### src/rtl/meteor_rand_pkg.sv
// meteor_rand_pkg: shared types and constants for the meteor spawn generator.
// The generator flavour is selected by METEOR_RAND_LFSR_EN (see rand_lfsr32).
package meteor_rand_pkg;

    typedef enum logic [1:0] {
        ST_IDLE = 2'd0,
        ST_FIX  = 2'd1,
        ST_HOLD = 2'd2
    } state_t;

    // Galois taps for the right-shift 32-bit LFSR
    localparam logic [31:0] LFSR_TAPS    = 32'h8020_0003;
    localparam logic [31:0] DEFAULT_SEED = 32'h0000_0001;

endpackage

### src/rtl/rand_lfsr32.sv
// rand_lfsr32: 32-bit pseudo-random source advancing every clock.
// METEOR_RAND_LFSR_EN defined -> right-shift Galois LFSR seeded from `seed`.
// METEOR_RAND_LFSR_EN undefined -> plain wrapping up-counter starting at 0.
module rand_lfsr32
    import meteor_rand_pkg::*;
(
    input  logic        Clk,
    input  logic        Reset,
    input  logic [31:0] seed,
    output logic [31:0] rng
);

`ifdef METEOR_RAND_LFSR_EN
    // LFSR step; an all-zero state would lock up, so it is reseeded
    always_ff @(posedge Clk) begin
        if (Reset)
            rng <= seed;
        else if (rng == 32'h0)
            rng <= seed;
        else
            rng <= (rng >> 1) ^ (rng[0] ? LFSR_TAPS : 32'h0);
    end
`else
    // Counter step; the seed has no meaning here and the reset value is zero
    always_ff @(posedge Clk) begin
        if (Reset)
            rng <= seed & 32'h0;
        else
            rng <= rng + 32'd1;
    end
`endif

endmodule

### src/rtl/meteor_rand_gen.sv
// meteor_rand_gen: per-channel spawn record generator behind a ready/valid
// handshake. Generator flavour chosen by METEOR_RAND_LFSR_EN in rand_lfsr32.
//
// state   | meaning
// --------+------------------------------------------------------------
// IDLE    | ready=1, waiting for req; captures sample/channel/sign
// FIX     | converts the captured sample into the output record
// HOLD    | record valid and stable until ack
module meteor_rand_gen
    import meteor_rand_pkg::*;
#(
    parameter int          POS_W   = 10,
    parameter int          POS_MAX = 640,
    parameter int          SPD_W   = 3,
    parameter int          NUM_CH  = 4,
    parameter logic [31:0] SEED    = DEFAULT_SEED,
    localparam int         CH_W    = (NUM_CH > 1) ? $clog2(NUM_CH) : 1
)(
    input  logic             Clk,
    input  logic             Reset,
    input  logic             frame_tick,
    input  logic             req,
    input  logic [CH_W-1:0]  req_ch,
    output logic             ready,
    output logic             valid,
    input  logic             ack,
    output logic [CH_W-1:0]  out_ch,
    output logic [POS_W-1:0] new_pos,
    output logic [SPD_W-1:0] x_speed,
    output logic [SPD_W-1:0] y_speed,
    output logic             sign
);

    localparam int SMP_W = POS_W + 2 * SPD_W;

    state_t             state, state_nxt;
    logic [31:0]        rng;
    logic [SMP_W-1:0]   sample;
    logic [CH_W-1:0]    ch_in, ch_q;
    logic               sgn_q;
    logic [NUM_CH-1:0]  sign_bits;
    logic [POS_W-1:0]   raw, pos_lim;
    logic [SPD_W-1:0]   x_fld, y_fld;

    rand_lfsr32 u_rng (
        .Clk   (Clk),
        .Reset (Reset),
        .seed  (SEED),
        .rng   (rng)
    );

    // Out-of-range channels fold onto channel 0
    assign ch_in = (int'(req_ch) < NUM_CH) ? req_ch : '0;
    assign ready = (state == ST_IDLE);

    // POS_MAX is above half the raw range, so one conditional subtract suffices
    assign raw     = sample[POS_W-1:0];
    assign pos_lim = ({1'b0, raw} < (POS_W+1)'(POS_MAX)) ? raw : raw - POS_W'(POS_MAX);
    assign x_fld   = sample[POS_W +: SPD_W];
    assign y_fld   = sample[POS_W+SPD_W +: SPD_W];

    // Per-channel direction bits, all flipped once per frame
    always_ff @(posedge Clk) begin
        if (Reset)
            sign_bits <= '0;
        else if (frame_tick)
            sign_bits <= ~sign_bits;
    end

    // FSM state register
    always_ff @(posedge Clk) begin
        if (Reset)
            state <= ST_IDLE;
        else
            state <= state_nxt;
    end

    // FSM next-state decode
    always_comb begin
        state_nxt = state;
        case (state)
            ST_IDLE: if (req) state_nxt = ST_FIX;
            ST_FIX:  state_nxt = ST_HOLD;
            ST_HOLD: if (ack) state_nxt = ST_IDLE;
            default: state_nxt = ST_IDLE;
        endcase
    end

    // Capture on acceptance, build the record in FIX, release on ack
    always_ff @(posedge Clk) begin
        if (Reset) begin
            sample  <= '0;
            ch_q    <= '0;
            sgn_q   <= 1'b0;
            valid   <= 1'b0;
            out_ch  <= '0;
            new_pos <= '0;
            x_speed <= '0;
            y_speed <= '0;
            sign    <= 1'b0;
        end else begin
            case (state)
                ST_IDLE: begin
                    if (req) begin
                        sample <= rng[SMP_W-1:0];
                        ch_q   <= ch_in;
                        sgn_q  <= sign_bits[ch_in];
                    end
                end
                ST_FIX: begin
                    valid   <= 1'b1;
                    out_ch  <= ch_q;
                    new_pos <= pos_lim;
                    x_speed <= (x_fld == '0) ? SPD_W'(1) : x_fld;
                    y_speed <= (y_fld == '0) ? SPD_W'(1) : y_fld;
                    sign    <= sgn_q;
                end
                ST_HOLD: begin
                    if (ack)
                        valid <= 1'b0;
                end
                default: ;
            endcase
        end
    end

endmodule

### config.mk
export PLATFORM = sky130hd
export DESIGN_NAME = meteor_rand_gen
export DESIGN_NICKNAME = d
export VERILOG_FILES = /design/src/rtl/meteor_rand_pkg.sv /design/src/rtl/rand_lfsr32.sv /design/src/rtl/meteor_rand_gen.sv
export SDC_FILE = /design/constraint.sdc
export NUM_CORES = 1
export LEC_CHECK = 0
export ABC_AREA = 0
export CAP_MARGIN = 30
export CORE_MARGIN = 2
export CORE_UTILIZATION = 35
export DETAILED_ROUTE_END_ITERATION = 6
export GPL_ROUTABILITY_DRIVEN = 0
export SLEW_MARGIN = 15
export SYNTH_ARGS = -nofsm -noshare
export SYNTH_HDL_FRONTEND = slang
export SYNTH_HIERARCHICAL = 1
export SYNTH_SLANG_ARGS = --single-unit
### constraint.sdc
create_clock -name Clk -period 2.79 [get_ports Clk]
set_clock_uncertainty 0.05 [all_clocks]
set_input_delay 0.4185 -clock Clk [delete_from_list [all_inputs] [get_ports Clk]]
set_output_delay 0.4185 -clock Clk [all_outputs]
set_load 0.03 [all_outputs]
==> load_flow_metrics.sql <==
INSERT INTO impl_metrics (metric_group, metric, value, unit) VALUES
('sta', 'worst_pin_slew', '0.7730', 'ns'),
('sta', 'slew-limit-headroom', '0.4847', ''),
('detailed_routing', 'detailed_router_s_first_iteration_violation_count', '102', ''),
('setup_path', 'worst-endpoint-required', '3.00', 'ns'),
('cts', 'clock-root-buffer', 'clkbuf_8', ''),
('cts', 'clk-insertion-delay-late', '0.33', 'ns'),
('sta', 'min_period_over_period', '0.7301', ''),
('grt', 'grt_first_pass_wirelength', '7576', 'um'),
('cells_and_area', 'nFillCells', '623', ''),
('run_status', 'status', 'completed', ''),
('sta', 'layout_setup_ws', '0.7530', 'ns'),
('cts', 'worst_setup_hold_path_clk_slew', '0.07', 'ns'),
('detailed_routing', 'drt-total-wl', '4493', 'um'),
('synthesis', 'postSynthCellCount', '280', ''),
('sta', 'max_freq', '0.4909', 'GHz'),
('sta', 'hold_violations', '0', ''),
('sta', 'fin_crit', '2.037', 'ns'),
('placed_design', 'placed_area', '2643', 'sq um'),
('cts', 'htree_num_levels', '3', ''),
('setup_path', 'startpoint_type_of_the_worst_setup_path', 'flop', ''),
('cts', 'post_cts.repair.setup_buffers', '0', ''),
('die', 'die_height', '86.09', 'um'),
('setup_path', 'type_of_destination_of_the_critical_path', 'flop', ''),
('placed_design', 'detailed_place_hpwl', '2989', 'um'),
('cts', 'tritoncts', 'built', ''),
('cells_and_area', 'area_overhead_of_the_layout_relative_to_synthesis', '22.23', '%'),
('synthesis', 'syn_nets', '289', ''),
('detailed_routing', 'post_drt_wl_per_cell', '11.73', 'um'),
('sta', 'setup_violations_final', '0', ''),
('cts', 'clkSinkCount', '61', ''),
('cells_and_area', 'post-route-util', '0.4489', ''),
('die', 'floorplan.initialDensity', '0.3672', ''),
('power', 'vdd_ir_drop_max', '0.3194', 'mV'),
('worst_hold_path', 'hold_path_class', 'in -> reg', ''),
('die', 'die_w', '86.09', 'um'),
('grt', 'grt_antenna_before_repair', '0', ''),
('cts', 'post_cts.resized_instances', '0', ''),
('grt', 'track_usage', '0.1337', ''),
('cts', 'postCtsHoldBufs', '0', ''),
('detailed_routing', 'vias', '1841', ''),
('sta', 'slew_viols_final', '0', ''),
('die', 'rows', '29', ''),
('cells_and_area', 'ff_latch_area', '1221', 'sq um'),
('cts', 'cts_max_path_buffers', '2', ''),
('setup_path', 'cp_data_arrival_time', '2.25', 'ns'),
('cells_and_area', 'num_antenna_cells', '0', ''),
('die', 'die-area', '7411', 'sq um'),
('power', 'cellLeakagePower', '0.9448', 'nW'),
('detailed_routing', 'antenna_violating_nets_post_route', '0', ''),
('sta', 'finalSetupTns', '0', 'ns'),
('synthesis', 'yosys_warnings', '6', ''),
('grt', 'pin_count_of_the_biggest_net_entering_global_routing', '28', ''),
('cells_and_area', 'design_area', '2883', 'sq um'),
('grt', 'gr-total-overflow', '0', ''),
('cells_and_area', 'finalNetCount', '310', ''),
('detailed_routing', 'drtPass1Iterations', '4', ''),
('job', 'timing.max_cap.violations', '0', ''),
('detailed_routing', 'routed_via_density', '4.807', ''),
('synthesis', 'synthesis.area', '2359', 'sq um'),
('sta', 'rsz0062_at_grt', 'no', ''),
('synthesis', 'post_synth.cell_area_avg', '8.423', 'sq um'),
('placed_design', 'pre_cts_slack', '0.7902', 'ns'),
('power', 'pwr_density_cell', '687.8', 'nW/um^2'),
('placed_design', 'io_buffers', '27', ''),
('setup_path', 'crit_fanout', '6', ''),
('cts', 'numCtsBuffers', '9', ''),
('cells_and_area', 'drive_above_1_share', '0.08170', ''),
('grt', 'via_count_of_the_first_global_routing_pass', '1679', ''),
('die', 'pin_count', '28', ''),
('detailed_routing', 'drc', '0', ''),
('cells_and_area', 'multi_input_gate_area', '1011', 'sq um'),
('die', 'placeableCoreArea', '6422', 'sq um'),
('setup_path', 'crit_type', 'reg -> reg', '');
[layout make-up]
type	instances	area share
Multi-Input combinational cell	193	0.3507
Sequential cell	61	0.4236
Inverter	5	0.006510
Tap cell	77	0.03342
Timing Repair Buffer	31	0.1024
Clock inverter	4	0.03299
Clock buffer	12	0.05035
[metal layers]
metal  track usage  part of all wire  vias to the layer above
li1              -                 -                      960
met1        0.1698              0.50                      841
met2        0.1959              0.44                       30
met3       0.03754             0.036                       10
met4       0.09091             0.027                        0
met5             0                 0                        -
[flip-flops by register name, summed over array words and instances (netlist names)]
signal     cells
sample        16
u_rng/rng     16
new_pos       10
sign_bits      4
x_speed        3
y_speed        3
ch_q           2
out_ch         2
state          2
sgn_q          1
sign           1
valid          1
[per-stage QoR]
step | instances | hold WS [ns] | total power [mW]
finish | 383 | 0.3455 | 1.983
global route | 383 | 0.3430 | 2.056
CTS | 383 | 0.3364 | 2.014
detailed placement | 367 | 0.3929 | 1.053
global placement | 367 | 0.3896 | 1.052
floorplan | 280 | 0.3821 | 1.015
[critical path, stage by stage, from the launching register on]
cell	delay (ns)
dfxtp_1	0.48
nand3_2	0.16
or4_1	0.59
or4_1	0.55
a21oi_1	0.15
[worst paths after layout]
check                                             start                       end  slack [ns]  depth (start not counted)
worst max-delay path            u_rng/rng[2]$_SDFF_PP0_  u_rng/rng[15]$_SDFF_PP0_        0.75                          4
worst min-delay path                              Reset  u_rng/rng[12]$_SDFF_PP0_        0.35                          2
worst max register to register  u_rng/rng[2]$_SDFF_PP0_  u_rng/rng[15]$_SDFF_PP0_        0.75                          4
worst min register to register     ch_q[0]$_SDFFE_PP0P_    out_ch[0]$_SDFFE_PP0P_        0.40                          2
[placed cells by master, fill, tap and decap left out, drive strengths merged]
cell type	instances
nor3	6
nand3	4
clkdlybuf4s50	26
ha	2
or3	3
a211oi	1
nor3b	1
xnor2	9
o31ai	2
o211ai	1
nand2b	1
nand2	74
mux4	1
mux2	1
o21ai	4
a211o	1
clkbuf	12
nand3b	1
or4b	1
dfxtp	61
bufinv	3
nor2b	2
inv	5
or4	3
and4	1
clkinv	1
nor2	23
or3b	3
xor2	4
nand4	2
buf	5
a21oi	42
[where the power goes]
part | leakage, nW | switching (mW) | total (mW) | internal, mW
Combinational | 0.330 | 0.0741 | 0.122 | 0.0474
Sequential | 0.495 | 0.0172 | 0.910 | 0.893
Clock | 0.121 | 0.334 | 0.951 | 0.617
Power figures use the tool's default switching activity.
==> variant 1: new RTL, same settings <==
The option `METEOR_RAND_LFSR_EN` is turned on by a define.
--- a/src/rtl/rand_lfsr32.sv
+++ b/src/rtl/rand_lfsr32.sv
@@ -2,4 +2,6 @@
 // METEOR_RAND_LFSR_EN defined -> right-shift Galois LFSR seeded from `seed`.
 // METEOR_RAND_LFSR_EN undefined -> plain wrapping up-counter starting at 0.
+`define METEOR_RAND_LFSR_EN
+
 module rand_lfsr32
     import meteor_rand_pkg::*;
Check against the original RTL: not equivalent (a bounded check fails within 4 cycles, from zero or initial values and one cycle with Reset high).
==> variant 1 against the unedited design <==
Sequential cell count grew 16; cell area grew 24%; worst setup slack lost 11 ps; critical path depth grew 3; global-route usage shrank 1.1 points; wire length grew 13%; area after synthesis grew 24%; first-iteration DRC count shrank 49%; sequential share of layout area grew 0.70 points.
Power is not compared: it rests on default switching activity, and its combinational part moved more than twofold at a synthesized area within 25%.
==> variant 1: results (changes against the unedited design) <==
| Metric | Value |
|---|---|
| WL final | `5080 um (+13%)` |
| Clkbuf count | `13 (+1)` |
| FF-to-FF path depth | `7 (+3)` |
| Layout cells sized above 1 | `15.90% (+7.7 points)` |
| DR vias | `2,009 (+9.1%)` |
| HP Start | `sgn_q$_SDFFE_PP0P_` |
| # diodes | `0 (unchanged)` |
| Mapped Cells | `285 (+1.8%)` |
| DR vias/cell | `4.455 (-7.3%)` |
| Hold Path Cell Cnt | `2 (unchanged)` |
| Finished layout cell area | `3580 sq um (+24%)` |
| Clock-cell share | `5.662% (-2.7 points)` |
| Vias in the first global route | `1,837 (+9.4%)` |
| Min Tclk post-route | `2048 ps (+11.38 ps)` |
| Sequential cell area | `1541 sq um (+26%)` |
| Largest net degree at the start of global routing | `46 (+64%)` |
| DP HPWL | `3438 um (+15%)` |
| Hold Crit Class | `reg -> reg` |
| GR Util All Layers | `12.24% (-1.1 points)` |
| Nonclk buf count | `31 (unchanged)` |
| Status | `finished, final reports clean` |
| Postcts setup bufs | `0 (unchanged)` |
| Layout Nets | `350 (+13%)` |
| Iter 0 DRT Violations | `52 (-49%)` |
| Clk network pwr share | `about a third` |
| Worst R2R Start | `u_rng/rng[0]$_DFF_P_` |
| Worst path arrival time | `2230 ps (-20 ps)` |
| Clock Sinks | `77 (+26%)` |
| Max FO, Critical Path | `20 (+14)` |
| Initial antenna violation count | `0 (unchanged)` |
| Clock Latency Late Sink | `350 ps (+20 ps)` |
| Multi-input logic area | `1389 sq um (+37%)` |
| NetSw | `between 0.6 and 0.7 mW` |
| Largest regs | `u_rng/rng x32, sample x16, new_pos x10` |
| Worst slew margin relative to its limit | `48.43% (about the same)` |
| WHS | `404.8 ps (+59.25 ps)` |
| Worst hold endpoint | `sign$_SDFFE_PP0P_` |
| R2R Path End | `u_rng/rng[22]$_DFF_P_` |
| Inverters | `4 (-1)` |
| Non-clk buf share | `8.389% (-1.9 points)` |
| Comb_multi_in | `218 (+13%)` |
| DP Cell Count | `435 (+19%)` |
| Yosys cell types | `31` |
| Placed inst area | `3377 sq um (+28%)` |
| Die Footprint | `9128 sq um (+23%)` |
| 1st-pass router iterations | `5 (+1)` |
| # fillers | `803 (+29%)` |
| Sw Share | `about a quarter` |
| First-pass GRT wire length | `8487 um (+12%)` |
| VDD IR max | `0.2871 mV` |
| Async set-reset flop share out of synthesis | `0%` |
-- variant 1: cell families (layout without fill, tap and decap cells) --
family | Yosys count | count (layout) | synth area share [%]
adders and majority gates | 2 | 2 | 0.8531
DFF | 77 | 77 | 52.56
buffers and inverters | 20 | 51 | 3.925
muxes | 34 | 34 | 17.28
xor gates and xnor gates | 6 | 6 | 1.792
AOI/OAI and AO/OA | 42 | 42 | 8.063
and+or+nand+nor | 102 | 102 | 15.27
other | 2 | 32 | 0.2561
-- variant 1: critical path, stage by stage, from the launching register on --
cell	delay, ps
dfxtp_1	360
inv_1	70
ha_1	130
nor4b_1	250
nand4_1	190
o21bai_4	180
buf_4	370
mux2_4	330
-- variant 1: routing by layer --
metal / global-route usage, % / up-vias / routed length [um]
li1: - / 1037 / -
met1: 15.68 / 938 / 2586
met2: 18.41 / 27 / 2239
met3: 4.980 / 7 / 188
met4: 4.643 / 0 / 66
met5: 0 / - / 0
==> variant 2: new RTL, same flow settings <==
Made on the original files. Re-encode `state_t` (3 states) as one-hot, 3 bits wide.
--- a/src/rtl/meteor_rand_pkg.sv
+++ b/src/rtl/meteor_rand_pkg.sv
@@ -3,8 +3,8 @@
 package meteor_rand_pkg;
 
-    typedef enum logic [1:0] {
-        ST_IDLE = 2'd0,
-        ST_FIX  = 2'd1,
-        ST_HOLD = 2'd2
+    typedef enum logic [2:0] {
+        ST_IDLE = 3'b001,
+        ST_FIX  = 3'b010,
+        ST_HOLD = 3'b100
     } state_t;
 
Function: no difference found for any inputs over 10 cycles, from zero or initial values and one cycle with Reset high; not proved beyond that.
==> variant 2 against the unedited design <==
Utilization fell by 2.1 points; worst setup slack worse by 190 ps; via count is 4.1% higher; cell area grew 0.87%; power decreased by 14%; clock power down 28%; first-iteration DRC count shrank 20%; cell count up 6.5%; global-route usage increased by 0.34 points; area after synthesis increased by 3.7%; wire length rose by 7.2%; register-to-register slack gained 50 ps; sequential cell count up 1.
==> variant 2: results (changes against the unedited design) <==
| Metric | Value |
|---|---|
| Status | `finished, final reports clean` |
| Initial antenna violation count | `0 (unchanged)` |
| H-tree levels | `3 (unchanged)` |
| Layout Cells excl Fill | `408 (+6.5%)` |
| Hold Crit Class | `reg -> reg` |
| Cts hold-fix bufs | `0 (unchanged)` |
| IO buf count | `27 (unchanged)` |
| WL final | `4818 um (+7.2%)` |
| Clock Latency Late Sink | `330 ps (about the same)` |
| P_leak | `0.9221 nW (-2.4%)` |
| DR vias | `1,916 (+4.1%)` |
| Largest regs | `sample x16, u_rng/rng x16, new_pos x10` |
| Mapped Cells | `290 (+3.6%)` |
| DP HPWL | `3086 um (+3.2%)` |
| Worst-Margin Slew | `735.5 ps (-37.48 ps)` |
| GR Util All Layers | `13.71% (+0.34 points)` |
| DP Cell Count | `393 (+7.1%)` |
| CTS Root Cell | `clkbuf_8` |
| VDD IR max | `0.2305 mV (-28%)` |
| Vias in the first global route | `1,776 (+5.8%)` |
| First-pass GRT wire length | `8066 um (+6.5%)` |
| Reg clk slew, reported paths | `70 ps (about the same)` |
| Layout Nets | `317 (+2.3%)` |
| Count of cells resized by post-cts repair | `0 (unchanged)` |
| # diodes | `0 (unchanged)` |
| Layout cells sized above 1 | `8.333% (+0.16 points)` |
| Largest net degree at the start of global routing | `63 (+130%)` |
| Max FO, Critical Path | `10 (+4)` |
| Synth warn | `6 (unchanged)` |
| Average size of a mapped cell | `8.435 sq um (+0.14%)` |
| Clk buf depth | `2 (unchanged)` |
| Worst path arrival time | `1760 ps (-490 ps)` |
| FF-to-FF path depth | `5 (+1)` |
| Hold Path Cell Cnt | `2 (unchanged)` |
| Net Count, Synth | `299 (+3.5%)` |
| Iter 0 DRT Violations | `82 (-20%)` |
| Postcts setup bufs | `0 (unchanged)` |
| Placed inst area | `2734 sq um (+3.5%)` |
| CTS buffer count | `9 (unchanged)` |
| 1st-pass router iterations | `4 (unchanged)` |
## variant 2: critical path, cell delays in order, from the launching register on
cell             delay (ps)
dfxtp_1                 500
nor3b_1                 230
clkdlybuf4s50_1         700
## variant 2: final timing paths
check	start	endpoint	slack, ps
min reg2reg	sample[1]$_SDFFE_PP0P_	new_pos[1]$_SDFFE_PP0N_	400
min	sample[1]$_SDFFE_PP0P_	new_pos[1]$_SDFFE_PP0N_	400
max	state[0]$_SDFFE_PP1P_	ready	560
max reg2reg	u_rng/rng[0]$_SDFF_PP0_	u_rng/rng[14]$_SDFF_PP0_	800
## variant 2: metrics by stage
step,utilization (%),setup WS [ps]
3_5_place_dp,40.24,836.6
2_1_floorplan,-,905.1
4_1_cts,42.80,551.8
3_3_place_gp,40.24,891.0
6_report,42.80,561.0
5_1_grt,42.80,382.5
## variant 2: layout make-up
cell class                      count  area [sq um]
Sequential cell                    62          1241
Multi-Input combinational cell    198          1059
Clock inverter                      4         22.52
Inverter                            7         26.28
Clock buffer                       11         151.4
Fill cell                         669          3886
Timing Repair Buffer               30         287.8
Tap cell                           96         120.1
## variant 2: where the power goes
| part | total [mW] | switching, mW | internal, mW |
|---|---|---|---|
| clock network | 0.682 | 0.321 | 0.361 |
| registers | 0.922 | 0.0176 | 0.904 |
| logic | 0.102 | 0.0606 | 0.0412 |
## variant 2: routing by layer
layer  GRT usage (%)  vias to the layer above  share of wire (%)
li1                -                      991                  -
met1           16.68                      894                 49
met2           22.04                       29                 47
met3           5.938                        2                3.6
met4           4.196                        0               0.29
met5               0                        -                  0
